## src/rtl/pu_fx_mult.sv

```systemverilog
`default_nettype none
// ============================================================================
// Module   : pu_fx_mult
// Purpose  : Pipelined signed fixed-point multiplier feeding a result FIFO
//            on the PU bus.
// Revision : 1.0  initial release
// ============================================================================
module pu_fx_mult #(
    parameter int DATA_WIDTH = 16,
    parameter int FRAC_WIDTH = 8,
    parameter int ATTR_WIDTH = 4,
    parameter int INVALID    = 0,
    parameter int LATENCY    = 2,
    parameter int DEPTH      = 4,
    parameter int SATURATE   = 1
) (
    input  logic                  clk,
    input  logic                  rst,
    input  logic                  signal_wr,
    input  logic                  signal_sel,
    input  logic [DATA_WIDTH-1:0] data_in,
    input  logic [ATTR_WIDTH-1:0] attr_in,
    input  logic                  signal_oe,
    output logic [DATA_WIDTH-1:0] data_out,
    output logic [ATTR_WIDTH-1:0] attr_out,
    output logic                  full
);

    localparam int PW = $clog2(DEPTH);
    localparam int CW = $clog2(DEPTH + 1);
    localparam int PROD_WIDTH = 2 * DATA_WIDTH;
    localparam logic [CW-1:0] FULL_CNT = CW'(DEPTH);
    localparam logic [CW-1:0] ONE_CNT  = CW'(1);
    localparam logic [PW-1:0] ONE_PTR  = PW'(1);
    localparam logic [DATA_WIDTH-1:0] SAT_POS = {1'b0, {(DATA_WIDTH-1){1'b1}}};
    localparam logic [DATA_WIDTH-1:0] SAT_NEG = {1'b1, {(DATA_WIDTH-1){1'b0}}};

    logic [DATA_WIDTH-1:0] r_a;
    logic                  r_inv_a;

    logic [LATENCY-1:0]    r_pv;
    logic [LATENCY-1:0]    r_pi;
    logic [DATA_WIDTH-1:0] r_pd [LATENCY];

    logic [DATA_WIDTH-1:0] r_mem_d [DEPTH];
    logic [DEPTH-1:0]      r_mem_i;
    logic [PW-1:0]         r_wr_ptr;
    logic [PW-1:0]         r_rd_ptr;
    logic [CW-1:0]         r_count;

    logic [PROD_WIDTH-1:0]        w_a_ext;
    logic [PROD_WIDTH-1:0]        w_b_ext;
    logic signed [PROD_WIDTH-1:0] w_prod;
    logic signed [PROD_WIDTH-1:0] w_shift;
    logic [DATA_WIDTH:0]          w_hi;
    logic                         w_ovf;
    logic [DATA_WIDTH-1:0]        w_res;
    logic                         w_res_inv;
    logic                         w_launch;
    logic                         w_push;
    logic                         w_pop;
    logic [CW-1:0]                w_inflight;
    logic                         w_full;
    logic                         w_attr_unused;

    assign w_attr_unused = ^attr_in;

    // Operands are sign-extended up front so the multiply is a plain
    // full-width signed product.
    assign w_a_ext = {{DATA_WIDTH{r_a[DATA_WIDTH-1]}}, r_a};
    assign w_b_ext = {{DATA_WIDTH{data_in[DATA_WIDTH-1]}}, data_in};
    assign w_prod  = $signed(w_a_ext) * $signed(w_b_ext);
    assign w_shift = w_prod >>> FRAC_WIDTH;

    // The rescaled value fits only if every bit above the result sign agrees with it.
    assign w_hi  = w_shift[PROD_WIDTH-1:DATA_WIDTH-1];
    assign w_ovf = ~((&w_hi) | ~(|w_hi));

    always_comb begin
        w_res = w_shift[DATA_WIDTH-1:0];
        if (w_ovf && (SATURATE != 0)) begin
            w_res = w_prod[PROD_WIDTH-1] ? SAT_NEG : SAT_POS;
        end
    end

    assign w_res_inv = r_inv_a | attr_in[INVALID] | w_ovf;

    always_comb begin
        w_inflight = '0;
        for (int i = 0; i < LATENCY; i++) begin
            w_inflight = w_inflight + CW'(r_pv[i]);
        end
    end

    assign w_full   = ((r_count + w_inflight) == FULL_CNT);
    assign full     = w_full;
    assign w_launch = signal_wr && signal_sel && !w_full;
    assign w_push   = r_pv[LATENCY-1];
    assign w_pop    = signal_oe && (r_count != '0);

    always_ff @(posedge clk or posedge rst) begin
        if (rst) begin
            r_a     <= '0;
            r_inv_a <= 1'b0;
        end else if (signal_wr && !signal_sel) begin
            r_a     <= data_in;
            r_inv_a <= attr_in[INVALID];
        end
    end

    always_ff @(posedge clk or posedge rst) begin
        if (rst) begin
            r_pv <= '0;
            r_pi <= '0;
            for (int i = 0; i < LATENCY; i++) begin
                r_pd[i] <= '0;
            end
        end else begin
            r_pv[0] <= w_launch;
            r_pi[0] <= w_res_inv;
            r_pd[0] <= w_res;
            for (int i = 1; i < LATENCY; i++) begin
                r_pv[i] <= r_pv[i-1];
                r_pi[i] <= r_pi[i-1];
                r_pd[i] <= r_pd[i-1];
            end
        end
    end

    // Storage needs no reset: pointers and count define which entries are live.
    always_ff @(posedge clk) begin
        if (w_push) begin
            r_mem_d[r_wr_ptr] <= r_pd[LATENCY-1];
            r_mem_i[r_wr_ptr] <= r_pi[LATENCY-1];
        end
    end

    always_ff @(posedge clk or posedge rst) begin
        if (rst) begin
            r_wr_ptr <= '0;
            r_rd_ptr <= '0;
            r_count  <= '0;
        end else begin
            if (w_push) begin
                r_wr_ptr <= r_wr_ptr + ONE_PTR;
            end
            if (w_pop) begin
                r_rd_ptr <= r_rd_ptr + ONE_PTR;
            end
            unique case ({w_push, w_pop})
                2'b10:   r_count <= r_count + ONE_CNT;
                2'b01:   r_count <= r_count - ONE_CNT;
                default: r_count <= r_count;
            endcase
        end
    end

    always_comb begin
        data_out = '0;
        attr_out = '0;
        if (w_pop) begin
            data_out          = r_mem_d[r_rd_ptr];
            attr_out[INVALID] = r_mem_i[r_rd_ptr];
        end
    end

endmodule
`default_nettype wire

```

## config.mk

```make
export PLATFORM = sky130hd
export DESIGN_NAME = pu_fx_mult
export DESIGN_NICKNAME = d
export VERILOG_FILES = /design/src/rtl/pu_fx_mult.sv
export SDC_FILE = /design/constraint.sdc
export NUM_CORES = 1
export LEC_CHECK = 0
export CORE_MARGIN = 3
export CORE_UTILIZATION = 58
export DETAILED_ROUTE_END_ITERATION = 8
export PLACE_DENSITY_LB_ADDON = 0.12
export SLEW_MARGIN = 20
export SYNTH_ARGS = -nofsm -noshare
export SYNTH_HDL_FRONTEND = slang
export SYNTH_SLANG_ARGS = --single-unit
```

## constraint.sdc

```tcl
create_clock -name clk -period 6.5 [get_ports clk]
set_input_delay 0.975 -clock clk [delete_from_list [all_inputs] [get_ports clk]]
set_output_delay 0.975 -clock clk [all_outputs]
set_load 0.05 [all_outputs]
```

==> summary.txt, run 1 <==
Drt
  • Antenna-violating nets left: 0
  • Vias/cell: 5.48
  • DRC: 0
  • Drt first pass iters: 5
  • DR iter-0 viols: 808
  • Vias post-DR: 10,907
  • Post-Route WL: 37,500 um
  • Wire per inst: 18.8 um

STA
  • Clock skew: 22.0 ps
  • Fmax: 0.149 GHz
  • Period utilization: 103%
  • Post-layout minimum cycle time: 6710 ps
  • Final WS setup: -207 ps
  • Unrepaired setup endpoints after global routing: true
  • Relative slew slack: 31.8%
  • Worst Tran Pin Value: 1020 ps
  • Final Slew Violations: 0
  • Final setup fails: 16
  • Final Hold Fails: 0

Synth
  • Proportion of synthesized area in mux cells: 3.93%
  • Mapped cell area: 14,900 um2
  • Synth warn: 0
  • XOR/XNOR Fraction of Synth Area: 1.88%
  • Post-Syn Instances: 1,400
  • Post-synth top flop: edfxtp_1
  • Simple-Gate Fraction of Synth Area: 13.3%
  • Syn Area/Cell: 10.6 um2
  • Largest area contributor in the netlist: fa_1
  • Sequential share of the synthesized area: 23.8%
  • Post-synth EDFFs: 68
  • Synth area leaders: fa_1 35%, edfxtp_1 14%, dfrtp_1 10%
  • Synth Area in Adders: 42.5%
  • Largest family of logic cells by synthesized area: adder cells
  • Synth async-reset ratio: 46.9%
  • Yosys reg bits: 128
  • Yosys cell types: 67
  • Yosys top cell area share: 35.4%
  • Post-synthesis compound-gate area fraction: 5.29%

GRT
  • Overall Global Routing Usage: 28.5%
  • M2 GR Usage: 49.6%
  • Grt total ovfl: 0
  • Largest net degree at the start of global routing: 61
  • Busiest grt layer: met2
  • First-pass GRT wire length: 62,300 um
  • Met1 Use GR: 36.5%
  • Number of global-route vias before repair: 12,368
  • M3 GR Usage: 4.17%
  • Initial antenna violation count: 0

Worst setup path
  • Worst setup SP type: input pin
  • Critical Path AT: 7050 ps
  • WS Path Type: input pin to flip-flop
  • Critical path data required time: 6840 ps
  • Critical path peak fanout: 7
  • Crit end category: flip-flop

Finish
  • Layout area overhead: 28.3%
  • Core Util, Final: 77.1%
  • Non-filler instance count after layout: 1,991
  • Reg area: 3540 um2
  • Ant. Diodes: 0
  • Net count, final: 2,027
  • FILL cells: 1,591
  • Layout cell share with drive strength beyond 1: 31.3%
  • Multi-input gate area: 10,900 um2

Clock tree
  • Max clock buf depth: 2
  • Clk_lat worst skew: 430 ps
  • CTS tree: yes
  • Sink Count: 128
  • Clock slew at the register clock pins of the worst setup and hold paths: 60 ps
  • CTS buffer count: 17
  • H-tree depth: 4
  • Root buffer cell: clkbuf_16

Hold path
  • HP Class: flip-flop to flip-flop

Placement
  • Placed insts: 1,902
  • Final HPWL DP: 27,200 um
  • GPL Wtd Cong: 0.904
  • Input/output buffers: 39

Flow run
  • Max cap viols: 0

Floorplan
  • Die width: 166 um
  • Chip height: 166 um
  • Initial Utilization: 60.1%
  • Core Footprint: 24,700 um2
  • I/O Pins: 46
  • Die ar.: 27,600 um2
  • Row cnt: 57

Outcome
  • Violated checks: setup timing
  • Status: finished, violations left
[final timing paths]
kind                             to  slack [ps]         from  cells after the start
max                        r_pd[23]        -210  data_in[14]                     24
min                         r_pd[0]         340     r_pd[16]                      0
max reg2reg                r_pd[19]        -150       r_a[8]                     24
min reg2reg                 r_pd[0]         340     r_pd[16]                      0
max in group asynchronous  r_pd[10]        4780          rst                      3
min in group asynchronous   r_pv[0]        1140          rst                      3
[per-stage QoR]
step                area [um2]  hold WS [ps]  setup TNS [ps]  setup slack, ps
finish                   19100           344           -2920             -207
global route             19100           360           -5830             -379
CTS                      18500           346           -2210             -176
detailed placement       17200           335          -17560            -1110
global placement         17200           333          -16810            -1060
floorplan                15300           331           -1900             -182
[critical path: stages]
cell and delay (ps):
clkbuf_4 160, buf_4 160, buf_4 150, and2_1 170
fa_1 520, fa_1 540, fa_2 590, fa_2 440
fa_1 510, fa_1 450, ha_4 310, buf_4 120
nand2_4 50, o21ai_4 210, buf_6 130, buf_4 110
nand2b_1 110, a31oi_2 120, a21oi_2 170, nand3_1 90
or3_4 420, o21a_4 240, buf_16 150, o21ai_4 150
[layout make-up]
| cell class | instances | share of cell area (%) |
|---|---|---|
| inverter | 295 | 5.84 |
| multi-input combinational | 921 | 57.0 |
| tap | 324 | 2.12 |
| sequential | 128 | 18.6 |
| timing repair buffer | 291 | 13.4 |
| clock buffer | 18 | 2.25 |
| clock inverter | 14 | 0.865 |
[flip-flops by register name, indices dropped and copies added, names as in the netlist]
| signal | count |
|---|---|
| r_pi | 2 |
| r_wr_ptr | 2 |
| r_mem_i | 4 |
| r_a | 16 |
| r_pv | 2 |
| r_count | 3 |
| r_rd_ptr | 2 |
| r_inv_a | 1 |
| r_mem_d | 64 |
| r_pd | 32 |
[cell usage in the layout (no fill, tap or decap), types with 10 or more instances in the layout]
cell	Yosys	layout
inv_1	295	258
and2_4	0	18
and2_1	141	123
o21ai_2	7	10
clkbuf_16	0	17
mux2_2	17	17
ha_1	85	66
buf_4	3	205
xor2_1	12	12
xnor2_1	20	20
nand2_1	150	136
buf_6	3	38
fa_2	0	17
ha_4	0	18
edfxtp_1	68	68
a21oi_1	31	15
inv_2	0	34
fa_1	263	246
nor2_1	36	26
a21oi_2	3	15
dfrtp_1	60	60
clkdlybuf4s50_1	0	24
mux4_2	17	17
[per-layer routing]
layer	up-vias	wire [um]
li1	4849	-
met1	5591	14400
met2	364	19700
met3	103	1970
met4	0	1510
met5	-	0
[repair_timing]
action	in CTS	in global routing
hold buffers	0	0
endpoints found under the setup margin	17	17
setup buffers	28	22
pin swaps	55	111
gates cloned	8	0
resized for setup	158	133
[kinds of logic (layout without fill, tap and decap cells)]
family | after synthesis | in the layout
buf+inv | 354 | 618
simple gates | 387 | 388
xor+xnor | 32 | 32
compound gates | 115 | 115
fa+ha+maj | 348 | 348
flops | 128 | 128
mux | 35 | 35
other cells | 1 | 3
[synthesized netlist by cell type (all sizes together), types with 13 or more instances]
| cell | count |
|---|---|
| buf | 13 |
| fa | 263 |
| o21ai | 30 |
| clkbuf | 46 |
| and2 | 141 |
| inv | 295 |
| a21oi | 34 |
| nor2 | 36 |
| edfxtp | 68 |
| ha | 85 |
| nand2 | 150 |
| xnor2 | 20 |
| dfrtp | 60 |
| mux2 | 17 |
| mux4 | 17 |
Power of run 1 is not shown: default switching activity piles up to over one toggle a cycle in this logic, so the estimate is an artifact.
==> run 2: changes to the inputs <==
CTS_CLUSTER_DIAMETER = 60   (was unset)
==> results of run 2 <==
No change in the layout: final DEF, timing and power equal those of run 1.
Power of run 2 is left out for the same reason.
==> run 3: changes to the inputs <==
REMOVE_ABC_BUFFERS = 1   (was unset)
==> run 3 against run 2 <==
Net effect: via count barely moved; sequential share of layout area fell by 0.067 points; sequential cell count did not move; global-route usage fell by 0.67 points; setup slack got worse by 9.1 ps; register-to-register slack improved by 70 ps; the run still ends with setup timing left; clock skew fell by 3.2 ps; first-iteration DRC count fell by 14%.
==> summary.txt, run 3 (synthesis results as in run 1) <==
Outcome
  • Status: finished, violations left
  • Violated checks: setup timing

STA
  • Clock skew: 18.9 ps (-3.17 ps)
  • Final Slew Violations: 0 (unchanged)
  • Final WS setup: -216 ps (-9.06 ps)
  • Final setup fails: 16 (unchanged)
  • Period utilization: 103% (+0.14 points)
  • Unrepaired setup endpoints after global routing: true
  • Final Hold Fails: 0 (unchanged)
  • Relative slew slack: 33.4% (+1.6 points)
  • Worst Tran Pin Value: 999 ps (-24.2 ps)
  • Fmax: 0.149 GHz (-0.13%)
  • Post-layout minimum cycle time: 6720 ps (+9.06 ps)

Clock tree
  • CTS buffer count: 17 (unchanged)
  • Max clock buf depth: 2 (unchanged)
  • Clock slew at the register clock pins of the worst setup and hold paths: 80 ps (+20 ps)
  • Hold buffers post-CTS: 0 (unchanged)
  • Sink Count: 128 (unchanged)
  • Clk_lat worst skew: 430 ps (about the same)
  • Root buffer cell: clkbuf_16
  • CTS tree: yes
  • H-tree depth: 4 (unchanged)

Worst setup path
  • Critical path data required time: 6820 ps (-20 ps)
  • Worst setup SP type: input pin
  • WS Path Type: input pin to flip-flop
  • Crit end category: flip-flop
  • Critical path peak fanout: 5 (-2)
  • Critical Path AT: 7040 ps (about the same)

GRT
  • Initial antenna violation count: 0 (unchanged)
  • Overall Global Routing Usage: 27.9% (-0.67 points)
  • Number of global-route vias before repair: 11,718 (-5.3%)
  • Largest net degree at the start of global routing: 61 (unchanged)
  • First-pass GRT wire length: 61,000 um (-2.2%)
  • Grt total ovfl: 0 (unchanged)

Finish
  • Top flop regs: r_mem_d (64), r_pd (32), r_a (16)
  • Core Util, Final: 77.5% (+0.33 points)
  • Commonest non-fill, non-tap cell in the layout: inv_1
  • Multi-input gate area: 11,000 um2 (+0.78%)
  • Net count, final: 2,018 (-0.44%)
  • Layout cell share with drive strength beyond 1: 32.6% (+1.3 points)
  • Non-filler instance count after layout: 1,983 (-0.40%)
  • Layout area overhead: 28.9%
  • Largest register FFs: 64 (unchanged)
  • FILL cells: 1,514 (-4.8%)
  • Commonest non-fill, non-tap cells in the layout: 256 x inv_1, 241 x fa_1, 195 x buf_4
  • Reg area: 3550 um2 (about the same)
  • Largest reg by FF count: r_mem_d

Placement
  • Placed insts: 1,882 (-1.1%)
  • Input/output buffers: 39 (unchanged)
  • Final HPWL DP: 26,900 um (-1.1%)
  • GPL Wtd Cong: 0.873 (-3.4%)

Floorplan
  • Initial Utilization: 60.1% (unchanged)
  • Chip height: 166 um (unchanged)
  • I/O Pins: 46 (unchanged)
  • Core Footprint: 24,700 um2 (unchanged)
  • Row cnt: 57 (unchanged)
  • Die ar.: 27,600 um2 (unchanged)
  • Die width: 166 um (unchanged)

Drt
  • DRC: 0 (unchanged)
  • Vias post-DR: 10,905 (-0.018%)
  • Vias/cell: 5.50 (+0.39%)
  • Antenna-violating nets left: 0 (unchanged)
  • DR iter-0 viols: 692 (-14%)
  • Post-Route WL: 38,200 um (+1.9%)
  • Wire per inst: 19.3 um (+2.3%)
  • Drt first pass iters: 7 (+2)

Flow run
  • Max cap viols: 0 (unchanged)

Hold path
  • HP Class: flip-flop to flip-flop
==> run 3: cell count changes in the layout (fill, tap and decap cells not counted), sizes merged <==
cell	previous run	this run
inv	297	302
bufinv	3	0
clkinvlp	1	2
diode	0	1
buf	260	257
clkbuf	24	17
clkinv	8	6
==> run 3: timing repair <==
item,4_1_cts,5_1_grt
setup buffers,36,22
setup endpoints to repair,17,17
cloned,11,0
pin swaps,86,99
resized for setup,277,98
==> run 3: critical path, stage by stage <==
cell      delay [ps]
buf_8             90
buf_8            120
buf_6            110
nand2_4           50
fa_1             550
inv_2             60
buf_6            120
fa_2             560
inv_2             50
fa_1             520
inv_2             40
fa_1             510
inv_2             50
fa_1             550
inv_2             40
fa_1             580
ha_4             250
inv_2            100
nor2_1            90
a211oi_2         240
o21ai_1          120
a22oi_2          200
nand3_1          110
or3_4            400
buf_6            140
nor4bb_4         300
o21ai_1           90
==> run 3: path summary, 6_finish.rpt <==
| kind | startpoint | endpoint | slack, ps | depth (start not counted) |
|---|---|---|---|---|
| min | r_pd[27] | r_pd[11] | 350 | 0 |
| max reg2reg | r_a[13] | r_pi[0] | -80 | 21 |
| min reg2reg | r_pd[27] | r_pd[11] | 350 | 0 |
| min in group asynchronous | rst | r_pv[0] | 1130 | 3 |
| max in group asynchronous | rst | r_a[12] | 4790 | 3 |
| max | data_in[7] | r_pi[0] | -220 | 27 |
==> run 3: per-stage QoR <==
stage,TNS [ps],setup WS (ps),hold WS [ps],area [um2]
6_report,-2080,-216,346,19200
3_5_place_dp,-20130,-1280,335,16800
3_3_place_gp,-19240,-1290,335,16800
5_1_grt,-4270,-335,342,19200
2_1_floorplan,-7850,-555,331,14600
4_1_cts,-814,-144,343,18700
==> run 3: layout make-up <==
cell class	instances	share of cell area (%)
clock inverters	15	0.888
inverters	295	5.80
repair buffers	282	13.3
flip-flops and latches	128	18.5
well taps	324	2.11
multi-input cells	921	57.2
diodes	1	0.0131
clock buffers	17	2.22
==> run 3: layer usage <==
metal | track usage [%] | up-vias | wire length, um
li1 | - | 4842 | -
met1 | 37.3 | 5624 | 15000
met2 | 47.4 | 368 | 19900
met3 | 4.83 | 71 | 2310
met4 | 7.96 | 0 | 929
met5 | 0 | - | 0
Power of run 3 is left out for the same reason.
